===== config.mk =====
export PLATFORM = sky130hd
export DESIGN_NAME = llnn_axi_engine
export DESIGN_NICKNAME = d
export VERILOG_FILES = /design/src/rtl/llnn_axi_engine.sv
export SDC_FILE = /design/constraint.sdc
export NUM_CORES = 1
export LEC_CHECK = 0
export ABC_AREA = 0
export CAP_MARGIN = 10
export CELL_PAD_IN_SITES_DETAIL_PLACEMENT = 2
export CELL_PAD_IN_SITES_GLOBAL_PLACEMENT = 2
export CORE_MARGIN = 2
export CORE_UTILIZATION = 41
export DETAILED_ROUTE_END_ITERATION = 12
export PLACE_DENSITY_LB_ADDON = 0.25
export SYNTH_ARGS = -nofsm -noshare
export SYNTH_HDL_FRONTEND = slang
export SYNTH_SLANG_ARGS = --single-unit

===== constraint.sdc =====
create_clock -name clk -period 3 [get_ports clk]
set_input_delay 0.6 -clock clk [delete_from_list [all_inputs] [get_ports clk]]
set_output_delay 0.6 -clock clk [all_outputs]
set_load 0.03 [all_outputs]

===== src/rtl/llnn_axi_engine.sv =====
`default_nettype none
// ============================================================================
// Module   : llnn_axi_engine
// Purpose  : AXI-Lite front end for an external LUT inference network.
//            Provides INPUT word registers, a START/BUSY/DONE handshake,
//            a registered launch vector (net_i), NET_LATENCY-aware capture
//            of net_o, a level interrupt and a soft reset.
// Options  : define LLNN_PERF_CNT_EN to add the CYCLES (0x00C) and
//            RUNS (0x010) counters; when undefined both addresses read 0.
// Revision : 1.0 - initial release
// ============================================================================
module llnn_axi_engine #(
   parameter int NET_INPUTS  = 400,
   parameter int NET_OUTPUTS = 4,
   parameter int NET_LATENCY = 0,
   parameter int ADDR_W      = 14
) (
   input  logic                   clk,
   input  logic                   rst_n,
   input  logic [ADDR_W-1:0]      S_AXI_AWADDR,
   input  logic                   S_AXI_AWVALID,
   output logic                   S_AXI_AWREADY,
   input  logic [31:0]            S_AXI_WDATA,
   input  logic [3:0]             S_AXI_WSTRB,
   input  logic                   S_AXI_WVALID,
   output logic                   S_AXI_WREADY,
   output logic [1:0]             S_AXI_BRESP,
   output logic                   S_AXI_BVALID,
   input  logic                   S_AXI_BREADY,
   input  logic [ADDR_W-1:0]      S_AXI_ARADDR,
   input  logic                   S_AXI_ARVALID,
   output logic                   S_AXI_ARREADY,
   output logic [31:0]            S_AXI_RDATA,
   output logic [1:0]             S_AXI_RRESP,
   output logic                   S_AXI_RVALID,
   input  logic                   S_AXI_RREADY,
   output logic [NET_INPUTS-1:0]  net_i,
   input  logic [NET_OUTPUTS-1:0] net_o,
   output logic                   irq
);
   localparam int IW = (NET_INPUTS + 31) / 32;
   localparam int CW = (NET_LATENCY > 0) ? $clog2(NET_LATENCY + 1) : 1;
   localparam int WW = ADDR_W - 2;
   localparam logic [WW-1:0] W_CTRL   = WW'(0);
   localparam logic [WW-1:0] W_STATUS = WW'(1);
   localparam logic [WW-1:0] W_RESULT = WW'(2);
`ifdef LLNN_PERF_CNT_EN
   localparam logic [WW-1:0] W_CYCLES = WW'(3);
   localparam logic [WW-1:0] W_RUNS   = WW'(4);
`endif

   typedef enum logic [0:0] {IDLE = 1'b0, RUN = 1'b1} state_t;
   state_t state, state_nxt;

   logic              wr_hs, rd_hs;
   logic [WW-1:0]     aw_word, ar_word;
   logic [IW-1:0]     in_wr_hit, in_rd_hit;
   logic [31:0]       in_regs [IW];
   logic [31:0]       in_rd_or [IW+1];
   logic [NET_INPUTS-1:0] in_flat;
   logic [31:0]       byte_mask;
   logic              in_wr_err, ctrl_wr, status_wr;
   logic              start_wr, srst, launch, capture, done_clr;
   logic              busy, done, irq_en;
   logic [CW-1:0]     cnt;
   logic [31:0]       result, rd_mux;
   logic              unused_addr_bits;

   // Writes take address and data in the same beat; one outstanding response
   assign wr_hs         = S_AXI_AWVALID & S_AXI_WVALID & ~S_AXI_BVALID;
   assign S_AXI_AWREADY = wr_hs;
   assign S_AXI_WREADY  = wr_hs;
   assign rd_hs         = S_AXI_ARVALID & ~S_AXI_RVALID;
   assign S_AXI_ARREADY = rd_hs;
   assign S_AXI_RRESP   = 2'b00;

   assign aw_word   = S_AXI_AWADDR[ADDR_W-1:2];
   assign ar_word   = S_AXI_ARADDR[ADDR_W-1:2];
   assign byte_mask = {{8{S_AXI_WSTRB[3]}}, {8{S_AXI_WSTRB[2]}},
                       {8{S_AXI_WSTRB[1]}}, {8{S_AXI_WSTRB[0]}}};
   assign unused_addr_bits = &{1'b0, S_AXI_AWADDR[1:0], S_AXI_ARADDR[1:0]};

   assign in_rd_or[0] = 32'd0;

   generate
      for (genvar k = 0; k < IW; k++) begin : g_in_word
         // Only bits below NET_INPUTS exist; the rest of the last word stays 0
         localparam logic [31:0] KEEP = ((k + 1) * 32 <= NET_INPUTS) ? 32'hFFFF_FFFF
                                        : ((32'd1 << (NET_INPUTS - k * 32)) - 32'd1);
         assign in_wr_hit[k]  = (aw_word == WW'(64 + k));
         assign in_rd_hit[k]  = (ar_word == WW'(64 + k));
         assign in_rd_or[k+1] = in_rd_or[k] | (in_rd_hit[k] ? in_regs[k] : 32'd0);
         // Byte-strobed INPUT word update, frozen while an inference runs
         always_ff @(posedge clk or negedge rst_n) begin
            if (!rst_n)
               in_regs[k] <= 32'd0;
            else if (wr_hs && in_wr_hit[k] && !busy)
               in_regs[k] <= (in_regs[k] & ~(byte_mask & KEEP)) |
                             (S_AXI_WDATA & byte_mask & KEEP);
         end
      end
      for (genvar i = 0; i < NET_INPUTS; i++) begin : g_flat
         assign in_flat[i] = in_regs[i / 32][i % 32];
      end
   endgenerate

   assign in_wr_err = wr_hs & (|in_wr_hit) & busy;
   assign ctrl_wr   = wr_hs & (aw_word == W_CTRL) & S_AXI_WSTRB[0];
   assign status_wr = wr_hs & (aw_word == W_STATUS) & S_AXI_WSTRB[0];
   assign srst      = ctrl_wr & S_AXI_WDATA[1];
   assign start_wr  = ctrl_wr & S_AXI_WDATA[0];
   // Soft reset beats a START carried in the same write
   assign launch    = start_wr & ~srst & (state == IDLE);
   assign done_clr  = status_wr & S_AXI_WDATA[1];
   assign capture   = (state == RUN) & (cnt == '0) & ~srst;
   assign busy      = (state == RUN);
   assign irq       = done & irq_en;

   // FSM state register
   always_ff @(posedge clk or negedge rst_n) begin
      if (!rst_n) state <= IDLE;
      else        state <= state_nxt;
   end

   // FSM next state: launch on START, return once the countdown expires
   always_comb begin
      state_nxt = state;
      case (state)
         IDLE:    if (launch) state_nxt = RUN;
         RUN:     if (cnt == '0) state_nxt = IDLE;
         default: state_nxt = IDLE;
      endcase
      if (srst) state_nxt = IDLE;
   end

   // Launch vector, latency countdown, result capture and DONE/IRQ_EN flags
   always_ff @(posedge clk or negedge rst_n) begin
      if (!rst_n) begin
         net_i  <= '0;
         cnt    <= '0;
         done   <= 1'b0;
         result <= 32'd0;
         irq_en <= 1'b0;
      end else begin
         if (ctrl_wr) irq_en <= S_AXI_WDATA[2];
         if (launch)  net_i  <= in_flat;
         if (srst) begin
            cnt    <= '0;
            done   <= 1'b0;
            result <= 32'd0;
         end else if (launch) begin
            cnt  <= CW'(NET_LATENCY);
            done <= 1'b0;
         end else if (capture) begin
            result <= 32'(net_o);
            done   <= 1'b1;
         end else begin
            if (busy)     cnt  <= cnt - CW'(1);
            if (done_clr) done <= 1'b0;
         end
      end
   end

`ifdef LLNN_PERF_CNT_EN
   logic [31:0] cycles, runs;

   // RUN-cycle count of the latest inference and wrapping completed-run tally
   always_ff @(posedge clk or negedge rst_n) begin
      if (!rst_n) begin
         cycles <= 32'd0;
         runs   <= 32'd0;
      end else if (srst) begin
         cycles <= 32'd0;
         runs   <= 32'd0;
      end else begin
         if (launch)    cycles <= 32'd0;
         else if (busy) cycles <= cycles + 32'd1;
         if (capture)   runs   <= runs + 32'd1;
      end
   end
`endif

   // Read data selection; unmapped addresses fall through to 0
   always_comb begin
      rd_mux = in_rd_or[IW];
      case (ar_word)
         W_CTRL:   rd_mux = {29'd0, irq_en, 2'b00};
         W_STATUS: rd_mux = {30'd0, done, busy};
         W_RESULT: rd_mux = result;
`ifdef LLNN_PERF_CNT_EN
         W_CYCLES: rd_mux = cycles;
         W_RUNS:   rd_mux = runs;
`endif
         default:  ;
      endcase
   end

   // Write response channel
   always_ff @(posedge clk or negedge rst_n) begin
      if (!rst_n) begin
         S_AXI_BVALID <= 1'b0;
         S_AXI_BRESP  <= 2'b00;
      end else if (wr_hs) begin
         S_AXI_BVALID <= 1'b1;
         S_AXI_BRESP  <= in_wr_err ? 2'b10 : 2'b00;
      end else if (S_AXI_BREADY) begin
         S_AXI_BVALID <= 1'b0;
      end
   end

   // Read response channel
   always_ff @(posedge clk or negedge rst_n) begin
      if (!rst_n) begin
         S_AXI_RVALID <= 1'b0;
         S_AXI_RDATA  <= 32'd0;
      end else if (rd_hs) begin
         S_AXI_RVALID <= 1'b1;
         S_AXI_RDATA  <= rd_mux;
      end else if (S_AXI_RREADY) begin
         S_AXI_RVALID <= 1'b0;
      end
   end

endmodule
`default_nettype wire


* After elaboration in Yosys (flattened, before gate mapping) *
Cells that the tools add are included.

storage, ports and cells
  register bits after elaboration = 888
  output and inout bits = 442
  word-level logic and storage cells = 189

operators by class
  multiplexer cells = 34
  reduce and logical (&&, ||, !) cells = 37
  bitwise operators = 63
  equal/unequal tests = 31
  add/sub/neg operators = 1

operator list
  kind                                                  count
  OR 32 bit                                             24
  2-to-1 mux 32 bit                                     16
  AND 32 bit                                            14
  equality test 12 x 7 -> 1 bit, second input constant  26
  one-hot mux 32 bit (3 select lines)                   1
  NOT 16 -> 32 bit                                      1
  NOT 32 bit                                            1
  OR 32 x 16 -> 32 bit                                  1
  logical AND 1 bit                                     26
  equality test 12 x 1 -> 1 bit, second input constant  2
  zero test 12 bit                                      2
  AND 1 bit                                             17
  2-to-1 mux 1 bit                                      15
  OR reduction 13 bit                                   1
  equality test 12 x 2 -> 1 bit, second input constant  1
  nonzero test 2 bit                                    3
  NOT 1 bit                                             5
  AND reduction 2 bit                                   2
  nonzero test 4 bit                                    1
  != test 3 bit, second input constant                  1
  nonzero test 3 bit                                    1
  2-to-1 mux 2 bit                                      1
  != test 2 bit, second input constant                  1
  one-hot mux 1 bit (2 select lines)                    1
  2 further kinds                                       2

* Logic depth before layout (Yosys ltp) *
  depth after elaboration = 15
  gate-level depth with buffers = 9

* Least setup slack after synthesis *
OpenSTA, ideal clock, no wires.

  path type = input -> register
  start point = input S_AXI_ARADDR[5]
  end point = register S_AXI_RDATA[14]
  arrival time = 2.273 ns
  setup slack = 0.601 ns
  setup time = 0.126 ns
  data required time = 2.874 ns
  path buffers = 3
  cell stages on the path = 7
  cells stage by stage = buf_2 > or2_2 > clkbuf_1 > o41a_1 > and2_0 > clkbuf_2 > a221o_1

on the way
  longest elaborated chain between the ends = 15

ends and longest elaborated chain
  element                                RTL line  RTL
  from (decl)                            30        input logic [ADDR_W-1:0] S_AXI_ARADDR,
  equality test 12 x 7 -> 1 bit          91        assign in_rd_hit[k] = (ar_word == WW'(64 + k));
  2-to-1 mux 32 bit                      92        assign in_rd_or[k+1] = in_rd_or[k] | (in_rd_hit[k] ? in_regs[k] : 32'd0);
  OR 32 bit (12 in a row)                92
  one-hot mux 32 bit (3 select lines) *  186       case (ar_word)
  to (signal assigned)                   218       S_AXI_RDATA <= rd_mux;
  to (decl)                              33        output logic [31:0] S_AXI_RDATA,

Every way passes the cells marked *; elsewhere a longest branch is shown, timed or not.
A chain may end at the register's enable or synchronous reset.

* Final worst setup path *
  start point = input S_AXI_ARADDR[8]
  end point = register S_AXI_RDATA[4]

Same word-level chain as after synthesis.

==> impl.org <==
** Status
- Outcome :: complete, no violations

** Placed design
- Routability-driven placement finished with a final weighted congestion of 0.856.
- In this run the tool buffered the top-level ports with 509 buffer cells.
- Placed Instance Area :: 43600 um2
- Placed Cells incl. Taps :: 4125
- HPWL after detailed placement :: 108 mm
- Worst-case setup slack after placement :: -0.294 ns

** Critical path
- The slowest stage of the critical path belongs to the cell sky130_fd_sc_hd__or4_1.
- In this run the critical register-to-register path is launched from S_AXI_BVALID$_DFFE_PN0P_.
- Startpoint Class :: input pin
- Worst Path Arrival :: 3.43 ns
- Beginning of the critical path :: S_AXI_ARADDR[8]
- Setup slack on the worst reg-to-reg path comes out at 0.55 ns.
- Of all nets on the critical path, the largest fanout is 5.
- Cells traversed along the worst timing path :: clkdlybuf4s50_1 > or4_1 > buf_4 > o41ai_4 > nor2_1 > a22oi_1 > o21ai_0
- Critical path class :: input pin to register
- For the worst setup path, the data required time is 3.51 ns.
- For this run, the slowest stage of the critical path takes 0.74 ns.
- CP endpoint kind :: register

** CTS
- Once the clock tree was built, the resizer swapped 0 gates to a different size.
- Once the clock tree was built, the setup fixing pass inserted 0 buffers.
- The H-tree generated during clock tree synthesis spans 3 levels.
- Clock root buffer master :: sky130_fd_sc_hd__clkbuf_16
- After clock tree synthesis, the clock-pin slew on the worst setup and hold paths is 0.07 ns.
- Clock latency on the worst-skew pair :: 0.66 ns
- CTS Buffer Depth :: 3
- TritonCTS Buffers :: 89
- The number of hold buffers added after CTS was 1.
- TritonCTS built the clock tree.
- CTS saw 843 sinks.

** Yosys
- Ys Warns :: 0
- Netlist area before placement :: 34900 um2
- Predominant post-synthesis flop cell :: sky130_fd_sc_hd__dfrtp_1
- Fraction of registers with async set/reset :: 1.00
- The biggest area contributor in the post-synthesis netlist is sky130_fd_sc_hd__dfrtp_1.
- Sequential area share after synthesis :: 0.605
- Synth top area cells :: sky130_fd_sc_hd__dfrtp_1 60%, sky130_fd_sc_hd__mux2_2 24%, sky130_fd_sc_hd__mux2_1 2.9%
- Syn Inst Count :: 2404
- Distinct cells, synth :: 72
- EDFF count, synth :: 0
- Synthesis-stage register bit count :: 843
- The share of synthesized area in the top cell type comes to 0.605.
- A synthesized cell averages 14.5 um2.

** Finish
- Number of cells in the finished layout apart from fillers :: 4288
- Most common cell after layout, fill and taps aside :: sky130_fd_sc_hd__dfrtp_1
- Multi-input combinational cell area :: 13200 um2
- Final Instance Area :: 46700 um2
- At the end of the flow, the number of nets in the layout was 3158.
- Relative area change from synthesis to final layout :: 34.0%
- Filler cells :: 7484
- Most frequent cells in the layout :: 843 x sky130_fd_sc_hd__dfrtp_1, 732 x sky130_fd_sc_hd__mux2_2, 503 x sky130_fd_sc_hd__clkdlybuf4s50_1, 151 x sky130_fd_sc_hd__buf_4, 113 x sky130_fd_sc_hd__nand2_1
- Summing all flip-flop and latch instances after layout gives 21100 um2.
- Proportion of layout cells with a drive suffix above 1 :: 0.365
- Post-route core utilization :: 0.556

** Routing
- Number of nets with antenna violations after detailed routing :: 0
- The first detailed-routing pass ran for 6 iterations.
- Across all layers, the routed design uses 26000 vias.
- In the routed design, unresolved DRC markers number 0.
- In the final routed layout, each cell accounts on average for 38.1 um.
- After detailed routing, the total wire length is 163 mm.
- Using the TritonRoute via totals, the vias-per-cell ratio works out to 6.06.
- The first routing iteration left 2170 violations.

** GRT
- Remaining global-route overflow :: 0
- Entering global routing, the biggest net connects 74 pins.
- Gr usage total :: 0.374
- The initial antenna violation count is 13.
- The first global-routing pass estimated 232 mm of wire.
- The via count of the first global-routing pass is 29900.

** Die
- DIE WIDTH :: 296 um
- Core Area :: 84000 um2
- The initial utilization of the core area, before any placement, comes to 0.415.
- After floorplanning, the core was divided into 106 placement rows.
- From bottom edge to top edge, the die measures 296 um.
- Number of primary I/O pins :: 517
- DIE AREA :: 87400 um2

** STA
- Transition time at the pin with the least slew margin :: 1.05 ns
- Unrepaired setup endpoints after global routing :: false
- The final-report max-slew violation count was 0.
- Slew margin rel. :: 0.301
- Number of hold violations in the final report :: 0
- Derived from the worst setup path, the maximum achievable clock frequency is 0.342 GHz.
- Final Cycle Share :: 0.975
- Setup violations remaining at the end of the flow were counted as 0.
- Subtracting the final worst setup slack from the clock period gives 2.92 ns.
- Once routing completed, OpenROAD measured the worst setup slack at 0.0760 ns.
- Hold timing on the final database bottoms out at a slack of 0.494 ns.
- Setup tns final :: 0 ns
- On the final layout, the worst clock skew is 0.0332 ns.

** Hold path
- Origin of the worst min-delay path :: net_i[178]$_DFFE_PN0P_
- Classification of the worst-slack hold path :: register to register

** Pwr
- Lkg Pwr :: 22.7 nW
- Power density relative to cell area :: 526 nW/um2
- VDD sags by at most 394 uV.
- Summing internal, switching and leakage power gives 24.6 mW.

** Run
- The tool flagged a number of max-cap violations equal to 0.
-- layout make-up --
cell class              instances  share of cell area
well taps                    1134              0.0304
diodes                          2            0.000107
inverters                      10            0.000803
clock inverters                33              0.0103
clock buffers                 127              0.0561
repair buffers                740               0.168
multi-input cells            1399               0.283
flip-flops and latches        843               0.452
-- layer usage --
layer	part of all wire	track usage	wire, um
met2	0.48	0.617	79000
met4	0.063	0.215	10200
met1	0.38	0.449	61400
met3	0.076	0.0900	12400
met5	0.00066	0	108
-- power breakdown --
| group | total, mW | internal (mW) | switching [mW] | leakage (nW) |
|---|---|---|---|---|
| registers | 11.4 | 11.4 | 0.0161 | 11.8 |
| logic | 1.12 | 0.298 | 0.826 | 9.37 |
| clock network | 12.1 | 6.97 | 5.08 | 1.52 |
-- Yosys cell counts, drive strengths merged, types with 12 or more instances --
cell / number
a222oi: 14
a221o: 12
a221oi: 12
o21ai: 43
mux2i: 35
clkbuf: 77
nand3: 33
a22oi: 64
mux2: 823
a32oi: 20
nor3: 15
nand2: 117
dfrtp: 843
a21oi: 23
nor2: 39
buf: 77
-- worst paths after layout --
kind / end / cells past startpoint
setup reg to reg: register / 7
hold reg to reg: net_i[178]$_DFFE_PN0P_ / 1
setup / recovery: S_AXI_RDATA[4]$_DFFE_PN0P_ / 7
max in group asynchronous: async pin / 3
hold / removal: net_i[178]$_DFFE_PN0P_ / 1
min in group asynchronous: net_i[253]$_DFFE_PN0P_ / 2
-- worst max-delay path, delay by kind of cell --
kind	cells	cell delay, ns
simple gates	2	1.06
compound gates	3	1.06
buf+inv	2	0.71
-- cells by family (layout without fill, tap and decap cells) --
logic type / count (synthesis) / after routing / share of synthesized area
AOI/OAI and AO/OA: 256 / 256 / 0.0547
buffers and inverters: 164 / 910 / 0.0205
DFF: 843 / 843 / 0.605
muxes: 862 / 862 / 0.278
other: 1 / 5 / 0.000108
and+or+nand+nor: 278 / 278 / 0.0413
No activity file was read; power rests on OpenSTA's default activity.
